## src/rtl/conv_window_gen_if.sv

```systemverilog
// Streaming interface of the 3x3 window generator: pixel-pair input handshake and
// two-channel window output handshake with window coordinates.
interface conv_window_gen_if #(
  parameter int unsigned IMG_W = 8,
  parameter int unsigned IMG_H = 8,
  parameter int unsigned DW    = 16
);
  localparam int unsigned RW = $clog2(IMG_H);
  localparam int unsigned CW = $clog2(IMG_W);

  logic                 in_valid;
  logic                 in_ready;
  logic [DW-1:0]        pix_1;
  logic [DW-1:0]        pix_2;
  logic                 win_valid;
  logic                 win_ready;
  logic [8:0][DW-1:0]   ifmap_1;
  logic [8:0][DW-1:0]   ifmap_2;
  logic [RW-1:0]        win_row;
  logic [CW-1:0]        win_col;
  logic                 win_last;

  // Pixel producer and window consumer side.
  modport master (
    output in_valid, pix_1, pix_2, win_ready,
    input  in_ready, win_valid, ifmap_1, ifmap_2, win_row, win_col, win_last
  );

  // Window generator side.
  modport slave (
    input  in_valid, pix_1, pix_2, win_ready,
    output in_ready, win_valid, ifmap_1, ifmap_2, win_row, win_col, win_last
  );
endinterface

```

## src/rtl/conv_window_gen.sv

```systemverilog
// Streaming 3x3 window generator (stride 1, no padding) for two opaque pixel channels,
// using two line buffers per channel and a single-entry registered window output.
module conv_window_gen #(
  parameter int unsigned IMG_W = 8,
  parameter int unsigned IMG_H = 8,
  parameter int unsigned DW    = 16
) (
  input logic              clk,
  input logic              rst,
  conv_window_gen_if.slave bus
);
  localparam int unsigned RW = $clog2(IMG_H);
  localparam int unsigned CW = $clog2(IMG_W);

  logic [CW-1:0] col_q, col_d;
  logic [RW-1:0] row_q, row_d;

  // lb0 holds the previous row, lb1 the row before it.
  logic [DW-1:0] lb0_1 [IMG_W];
  logic [DW-1:0] lb1_1 [IMG_W];
  logic [DW-1:0] lb0_2 [IMG_W];
  logic [DW-1:0] lb1_2 [IMG_W];

  logic [8:0][DW-1:0] win1_q, win1_d;
  logic [8:0][DW-1:0] win2_q, win2_d;
  logic               win_valid_q;
  logic [RW-1:0]      win_row_q;
  logic [CW-1:0]      win_col_q;
  logic               win_last_q;

  logic acc;
  logic col_end;
  logic row_end;
  logic win_ok;

  assign bus.in_ready = !rst && (!win_valid_q || bus.win_ready);
  assign acc          = bus.in_valid && bus.in_ready;
  assign col_end      = (col_q == CW'(IMG_W - 1));
  assign row_end      = (row_q == RW'(IMG_H - 1));
  // Windows straddling the column wrap or the first two rows are never flagged.
  assign win_ok       = (row_q >= RW'(2)) && (col_q >= CW'(2));

  always_comb begin
    col_d = col_q;
    row_d = row_q;
    if (acc) begin
      if (col_end) begin
        col_d = '0;
        row_d = row_end ? '0 : row_q + 1'b1;
      end else begin
        col_d = col_q + 1'b1;
      end
    end
  end

  // Shift each window row left; the new right column is {lb1, lb0, pix} top to bottom.
  always_comb begin
    win1_d = win1_q;
    win2_d = win2_q;
    if (acc) begin
      win1_d = {bus.pix_1, win1_q[8:7], lb0_1[col_q], win1_q[5:4], lb1_1[col_q], win1_q[2:1]};
      win2_d = {bus.pix_2, win2_q[8:7], lb0_2[col_q], win2_q[5:4], lb1_2[col_q], win2_q[2:1]};
    end
  end

  // Line buffers carry no reset; stale contents never reach a flagged window.
  always_ff @(posedge clk) begin
    if (acc) begin
      lb1_1[col_q] <= lb0_1[col_q];
      lb0_1[col_q] <= bus.pix_1;
      lb1_2[col_q] <= lb0_2[col_q];
      lb0_2[col_q] <= bus.pix_2;
    end
  end

  always_ff @(posedge clk) begin
    if (rst) begin
      col_q       <= '0;
      row_q       <= '0;
      win1_q      <= '0;
      win2_q      <= '0;
      win_valid_q <= 1'b0;
      win_row_q   <= '0;
      win_col_q   <= '0;
      win_last_q  <= 1'b0;
    end else begin
      col_q  <= col_d;
      row_q  <= row_d;
      win1_q <= win1_d;
      win2_q <= win2_d;
      if (acc) begin
        win_valid_q <= win_ok;
        if (win_ok) begin
          win_row_q  <= row_q - RW'(2);
          win_col_q  <= col_q - CW'(2);
          win_last_q <= row_end && col_end;
        end
      end else if (bus.win_ready) begin
        win_valid_q <= 1'b0;
      end
    end
  end

  assign bus.win_valid = win_valid_q;
  assign bus.ifmap_1   = win1_q;
  assign bus.ifmap_2   = win2_q;
  assign bus.win_row   = win_row_q;
  assign bus.win_col   = win_col_q;
  assign bus.win_last  = win_last_q;

endmodule
```

## src/flat_wrapper.sv

```systemverilog
// flat-port wrapper written by rule: the top's interface ports become plain ports
module conv_window_gen_flat 
#(
  parameter int unsigned IMG_W = 8,
  parameter int unsigned IMG_H = 8,
  parameter int unsigned DW    = 16
)
  (clk, rst, bus_in_valid, bus_pix_1, bus_pix_2, bus_win_ready, bus_in_ready, bus_win_valid, bus_ifmap_1, bus_ifmap_2, bus_win_row, bus_win_col, bus_win_last);
  conv_window_gen_if #(.IMG_W(IMG_W), .IMG_H(IMG_H), .DW(DW)) bus_i ();
  input logic clk;
  input logic rst;
  input wire logic [$bits(bus_i.in_valid)-1:0] bus_in_valid;
  input wire logic [$bits(bus_i.pix_1)-1:0] bus_pix_1;
  input wire logic [$bits(bus_i.pix_2)-1:0] bus_pix_2;
  input wire logic [$bits(bus_i.win_ready)-1:0] bus_win_ready;
  output wire logic [$bits(bus_i.in_ready)-1:0] bus_in_ready;
  output wire logic [$bits(bus_i.win_valid)-1:0] bus_win_valid;
  output wire logic [$bits(bus_i.ifmap_1)-1:0] bus_ifmap_1;
  output wire logic [$bits(bus_i.ifmap_2)-1:0] bus_ifmap_2;
  output wire logic [$bits(bus_i.win_row)-1:0] bus_win_row;
  output wire logic [$bits(bus_i.win_col)-1:0] bus_win_col;
  output wire logic [$bits(bus_i.win_last)-1:0] bus_win_last;
  assign bus_i.in_valid = bus_in_valid;
  assign bus_i.pix_1 = bus_pix_1;
  assign bus_i.pix_2 = bus_pix_2;
  assign bus_i.win_ready = bus_win_ready;
  assign bus_in_ready = bus_i.in_ready;
  assign bus_win_valid = bus_i.win_valid;
  assign bus_ifmap_1 = bus_i.ifmap_1;
  assign bus_ifmap_2 = bus_i.ifmap_2;
  assign bus_win_row = bus_i.win_row;
  assign bus_win_col = bus_i.win_col;
  assign bus_win_last = bus_i.win_last;
  conv_window_gen #(.IMG_W(IMG_W), .IMG_H(IMG_H), .DW(DW)) u_core (.clk(clk), .rst(rst), .bus(bus_i));
endmodule
```

## config.mk

```make
export PLATFORM = sky130hd
export DESIGN_NAME = conv_window_gen_flat
export DESIGN_NICKNAME = d
export VERILOG_FILES = /design/src/rtl/conv_window_gen_if.sv /design/src/rtl/conv_window_gen.sv /design/src/flat_wrapper.sv
export SDC_FILE = /design/constraint.sdc
export NUM_CORES = 1
export LEC_CHECK = 0
export CAP_MARGIN = 20
export CORE_UTILIZATION = 37
export CTS_BUF_LIST = sky130_fd_sc_hd__clkbuf_4 sky130_fd_sc_hd__clkbuf_8 sky130_fd_sc_hd__clkbuf_16
export DETAILED_ROUTE_END_ITERATION = 6
export GPL_TIMING_DRIVEN = 0
export PLACE_DENSITY = 0.59
export SYNTH_ARGS = -nofsm -noshare
export SYNTH_HDL_FRONTEND = slang
export SYNTH_SLANG_ARGS = --single-unit
```

## constraint.sdc

```tcl
create_clock -name clk -period 7.73 [get_ports clk]
set_input_delay 1.1595 -clock clk [delete_from_list [all_inputs] [get_ports clk]]
set_output_delay 1.1595 -clock clk [all_outputs]
set_load 0.005 [all_outputs]
```

* Yosys cells after proc, flatten, opt, wreduce, memory -nomap -nowiden
Memories as Yosys holds them, arrays and structs flattened. A register that Yosys moved wholly into a read port is not among the register bits. Cells that the tools add are included.
Storage, ports and cells: output and inout bits 297, flip-flop bits (word level) 270, bits of input ports 36, word-level logic and storage cells 54, RAM bits 512, memories 4
Memory list:
- u_core.lb0_1 | words 8, bits a word 16, rd ports 1, clocked after Yosys merged registers in 1, wr ports 1, line conv_window_gen.sv:19 | logic [DW-1:0] lb0_1 [IMG_W];
- u_core.lb0_2 | words 8, bits a word 16, rd ports 1, clocked after Yosys merged registers in 1, wr ports 1, line conv_window_gen.sv:21 | logic [DW-1:0] lb0_2 [IMG_W];
- u_core.lb1_1 | words 8, bits a word 16, rd ports 1, clocked after Yosys merged registers in 1, wr ports 1, line conv_window_gen.sv:20 | logic [DW-1:0] lb1_1 [IMG_W];
- u_core.lb1_2 | words 8, bits a word 16, rd ports 1, clocked after Yosys merged registers in 1, wr ports 1, line conv_window_gen.sv:22 | logic [DW-1:0] lb1_2 [IMG_W];
Cells by class: reductions and logical operators 10, order comparisons 2, add/subtract/negate cells 4, eq/ne operators 2, multiplexer cells 10
Operators by type and width (number):
- $mux 3 | 6
- $add 3x1->3 const B | 2
- $eq 3x3->1 const B | 2
- $ge 3x2->1 const B | 2
- $sub 3x2->3 const B | 2
- $logic_and 1x1->1 | 4
- $mux 1 | 4
- $reduce_and 2->1 | 2
- $logic_not 1->1 | 2
- $reduce_bool 2->1 | 1
- $logic_or 1x1->1 | 1

* Longest topological paths before layout
word-level depth 6, depth in mapped cells 7, mapped depth without buffers 6

* Worst setup path before layout
No wires, ideal clock.
path type input to register, from in rst, to mem u_core.lb0_1[0][0] (enable), setup slack 0.558 ns, setup time 0.578 ns, required time 7.152 ns, path buffers 3, arrival 6.594 ns, stages on the path 6, cell sequence nand2b_4 nand2b_1 buf_2 buf_2 buf_2 nor3b_1
On the way: cells in the longest elaborated chain, start to end 5
Ends and longest elaborated chain:
- start: declaration | line flat_wrapper.sv:11 | input logic rst;
- $logic_not 1->1 | line conv_window_gen.sv:36 | assign bus.in_ready = !rst && (!win_valid_q || bus.win_ready);
- $logic_and 1x1->1 | line conv_window_gen.sv:36
- $logic_and 1x1->1 | line conv_window_gen.sv:37 | assign acc = bus.in_valid && bus.in_ready;
- $mux 1 | line conv_window_gen.sv:68 | if (acc) begin
- $mux 1 (not written as such) | line conv_window_gen.sv:70 | lb0_1[col_q] <= bus.pix_1;
- end: declaration | line conv_window_gen.sv:19
Every way passes these cells.

* Final worst setup path
from in rst, to out bus_in_ready
On the way: cells in the longest elaborated chain, start to end 2
Ends and longest elaborated chain:
- $logic_not 1->1 | line conv_window_gen.sv:36
- $logic_and 1x1->1 | line conv_window_gen.sv:36
- end: declaration | line flat_wrapper.sv:16 | output wire logic [$bits(bus_i.in_ready)-1:0] bus_in_ready;
Every way passes these cells.

==> run_results.csv <==
group,metric,value,unit
clock_tree,ctsHoldBuffers,0,
cells_and_area,antenna_cells,0,
clock_tree,cts.repair.resized,0,
critical_path,worst-path-buf-inv,5,
critical_path,crit_type,"primary input to output pin",
critical_path,slowest_delay,0.52,ns
clock_tree,cts_htree_levels,3,
route,wl,85.3,mm
flow_run,drv_cap,0,
floorplanning,initial_core_util,37.5,%
floorplanning,dieArea,84700,µm²
timing,rsz0062_at_grt,"false",
pwr,combPwrFrac,7.2,%
pwr,total_power,9.81,mW
cells_and_area,layoutNonFillerInstCount,3785,
critical_path,cp_cell_sequence,"clkdlybuf4s50_1, clkbuf_1, clkbuf_1, clkbuf_1, nor2_1, clkdlybuf4s50_1",
outcome,status,"finished clean",
cells_and_area,layout_commonest_cell,"edfxtp_1",
timing,min_period_over_period,62.0,%
critical_path,r2r_cells,7,
placed_design,post-place-ws,2.93,ns
synth,ys_types,36,
cells_and_area,stdcell_area,39000,µm²
route,first_iter_violations,1262,
floorplanning,rows,105,
global_route,overflow,0,
global_route,antenna_found_initial,3,
global_route,grt_first_pass_wirelength,127,mm
placed_design,hpwl,59.3,mm
floorplanning,pin_count,333,
timing,max_freq,0.209,GHz
timing,worst_pin_slew,1.22,ns
cells_and_area,final_cell_mix,"edfxtp_1 (512), nand2_1 (488), clkdlybuf4s50_1 (332)",
min_path,hold_path.class,"register to register",
timing,fin_skew,0.0256,ns
timing,whs,0.448,ns
global_route,grt_util_all_layers,19.9,%
route,drc,0,
pwr,p_clk_share,43.3,%
route,drt_pass1_iterations,5,
timing,setup_slack,2.94,ns
cells_and_area,fillers,7044,
timing,setup-violations-final,0,
pwr,ir_worst_vdd,187,µV
global_route,grt_pass1_vias,19600,
critical_path,crit_family,"buffers and inverters",
clock_tree,cts_tree,"done",
cells_and_area,drive_gt1_share,15.5,%
placed_design,place.gp.congestion,0.816,
synth,yosysWarningCount,0,
critical_path,crit_slowest_cell,"clkbuf_1",
floorplanning,core,82400,µm²
placed_design,dp.cells,3621,
synth,synth.cell_area,30900,µm²
cells_and_area,nNetsFinal,2688,
clock_tree,cts_root_buffer,"clkbuf_16",
route,vias,19200,
critical_path,worst_setup_path_end_kind,"output pin",
timing,fin_crit,4.79,ns
pwr,switching_power,2.16,mW
timing,hold_viol_final,0,
critical_path,cp.arrival,3.63,ns
global_route,grt_max_degree,49,
synth,syn_area_per_cell,14.1,µm²
pwr,leakage,14.0,nW
route,wire_per_inst,22.5,µm
floorplanning,die_w,291,µm
clock_tree,cts_setup_buffers,0,
timing,relSlewSlack,18.6,%
pwr,powerDensity,251,nW/µm²
critical_path,worst_path_most_repeated_cell,"clkbuf_1",
synth,synth_seq_cells,817,
placed_design,postPlaceCellArea,36000,µm²
critical_path,cp-start-kind,"primary input",
synth,syn_inst,2186,
pwr,switching_share,22.0,%
critical_path,path_depth,6,
synth,yosysTopAreaCellShare,49.8,%
clock_tree,cts_max_path_buffers,3,
clock_tree,cts.sink_count,817,
min_path,hold_depth,2,
synth,synth_top_cells_by_area,"edfxtp_1 (50%), dfxtp_1 (20%), nand2_1 (5.9%)",
clock_tree,cts_made_buffers,87,
timing,finalMaxSlewViolations,0,
critical_path,crit_required,6.57,ns
synth,yosysTopAreaCell,"edfxtp_1",
cells_and_area,area_growth_syn_to_layout,26.3,%
placed_design,port_buffers,332,
pwr,power_frac_seq,49.5,%
pwr,p_int,7.65,mW
floorplanning,dieHeight,291,µm
clock_tree,insertion_delay,0.64,ns
route,routed_via_density,5.06,
route,ant_nets,0,
clock_tree,cts.reportedPaths.clkPinSlew,0.06,ns
synth,synth_nets,2233,
critical_path,cp_max_fo,10,
synth,synth_seq_area_share,69.5,%
[worst min-delay path: cells and delay by family, from the launching register on]
family           cells  cell delay (ns)
flip-flops           1             0.32
AND/OR/NAND/NOR      2             0.09
[sequential cells by signal, indices dropped and copies added (netlist names), 3 cells and up, named ones only]
signal              cells
u_core.bus.ifmap_1    144
u_core.bus.ifmap_2    144
u_core.lb0_1          128
u_core.lb0_2          128
u_core.lb1_1          128
u_core.lb1_2          128
u_core.bus.win_col      3
u_core.bus.win_row      3
u_core.col_q            3
u_core.row_q            3
[power groups by stage]
stage                     clock [mW]  combinational (mW)  sequential [mW]
after floorplan                    0               0.329             4.93
after global placement             0               0.684             4.96
after detailed placement           0               0.711             4.95
after CTS                       4.32               0.714             4.86
after global routing            4.50               0.757             4.87
final                           4.25               0.704             4.86
[final timing paths]
path / slack, ns / start / to
max: 2.94 / rst / bus_in_ready
min: 0.45 / u_core.bus.ifmap_2[82] / u_core.bus.ifmap_2[66]
max reg2reg: 4.83 / u_core.col_q[2] / u_core.lb0_2[2][12]
min reg2reg: 0.45 / u_core.bus.ifmap_2[82] / u_core.bus.ifmap_2[66]
[routing by layer]
metal	track usage (%)	up-vias	share of wire (%)
met2	35.6	431	52
met5	0	-	0.015
met3	2.57	112	4.0
met1	25.0	9739	42
li1	-	8881	-
met4	6.05	2	2.3
[cell type report]
type	instances	area [µm²]	area share, %
Clock inverter	29	352	0.901
Multi-Input combinational cell	1220	8720	22.3
Sequential cell	817	21500	55.1
Timing Repair Buffer	366	3780	9.68
Tap cell	1070	1340	3.43
Clock buffer	134	2620	6.70
Buffer	144	718	1.84
Inverter	5	18.8	0.0481
[stage by stage]
stage	util, %	TNS, ns
after floorplan	-	0
final	47.4	0
after CTS	47.4	0
after detailed placement	43.8	0
after global routing	47.4	0
after global placement	43.2	-1237.14
[cell usage after synthesis, drive strengths merged]
master	instances
a2111oi	1
a211oi	4
a21oi	7
a221oi	32
a311oi	1
and3	4
buf	66
clkbuf	78
dfxtp	305
edfxtp	512
ha	11
inv	5
mux2	160
mux2i	66
mux4	32
nand2	488
nand2b	6
nand3	2
nand3b	225
nor2	43
nor2b	34
nor3b	4
o22ai	64
o31ai	33
or3	2
or3b	1
[logic make-up after synthesis]
family	Yosys count	share of synthesized area, %
adder cells (fa/ha/maj)	11	0.445
AO/OA/AOI/OAI	142	4.05
buffers and inverters	149	2.39
flip-flops	817	69.5
multiplexers	258	10.5
AND/OR/NAND/NOR	809	13.0
(Power assumes the default switching activity.)
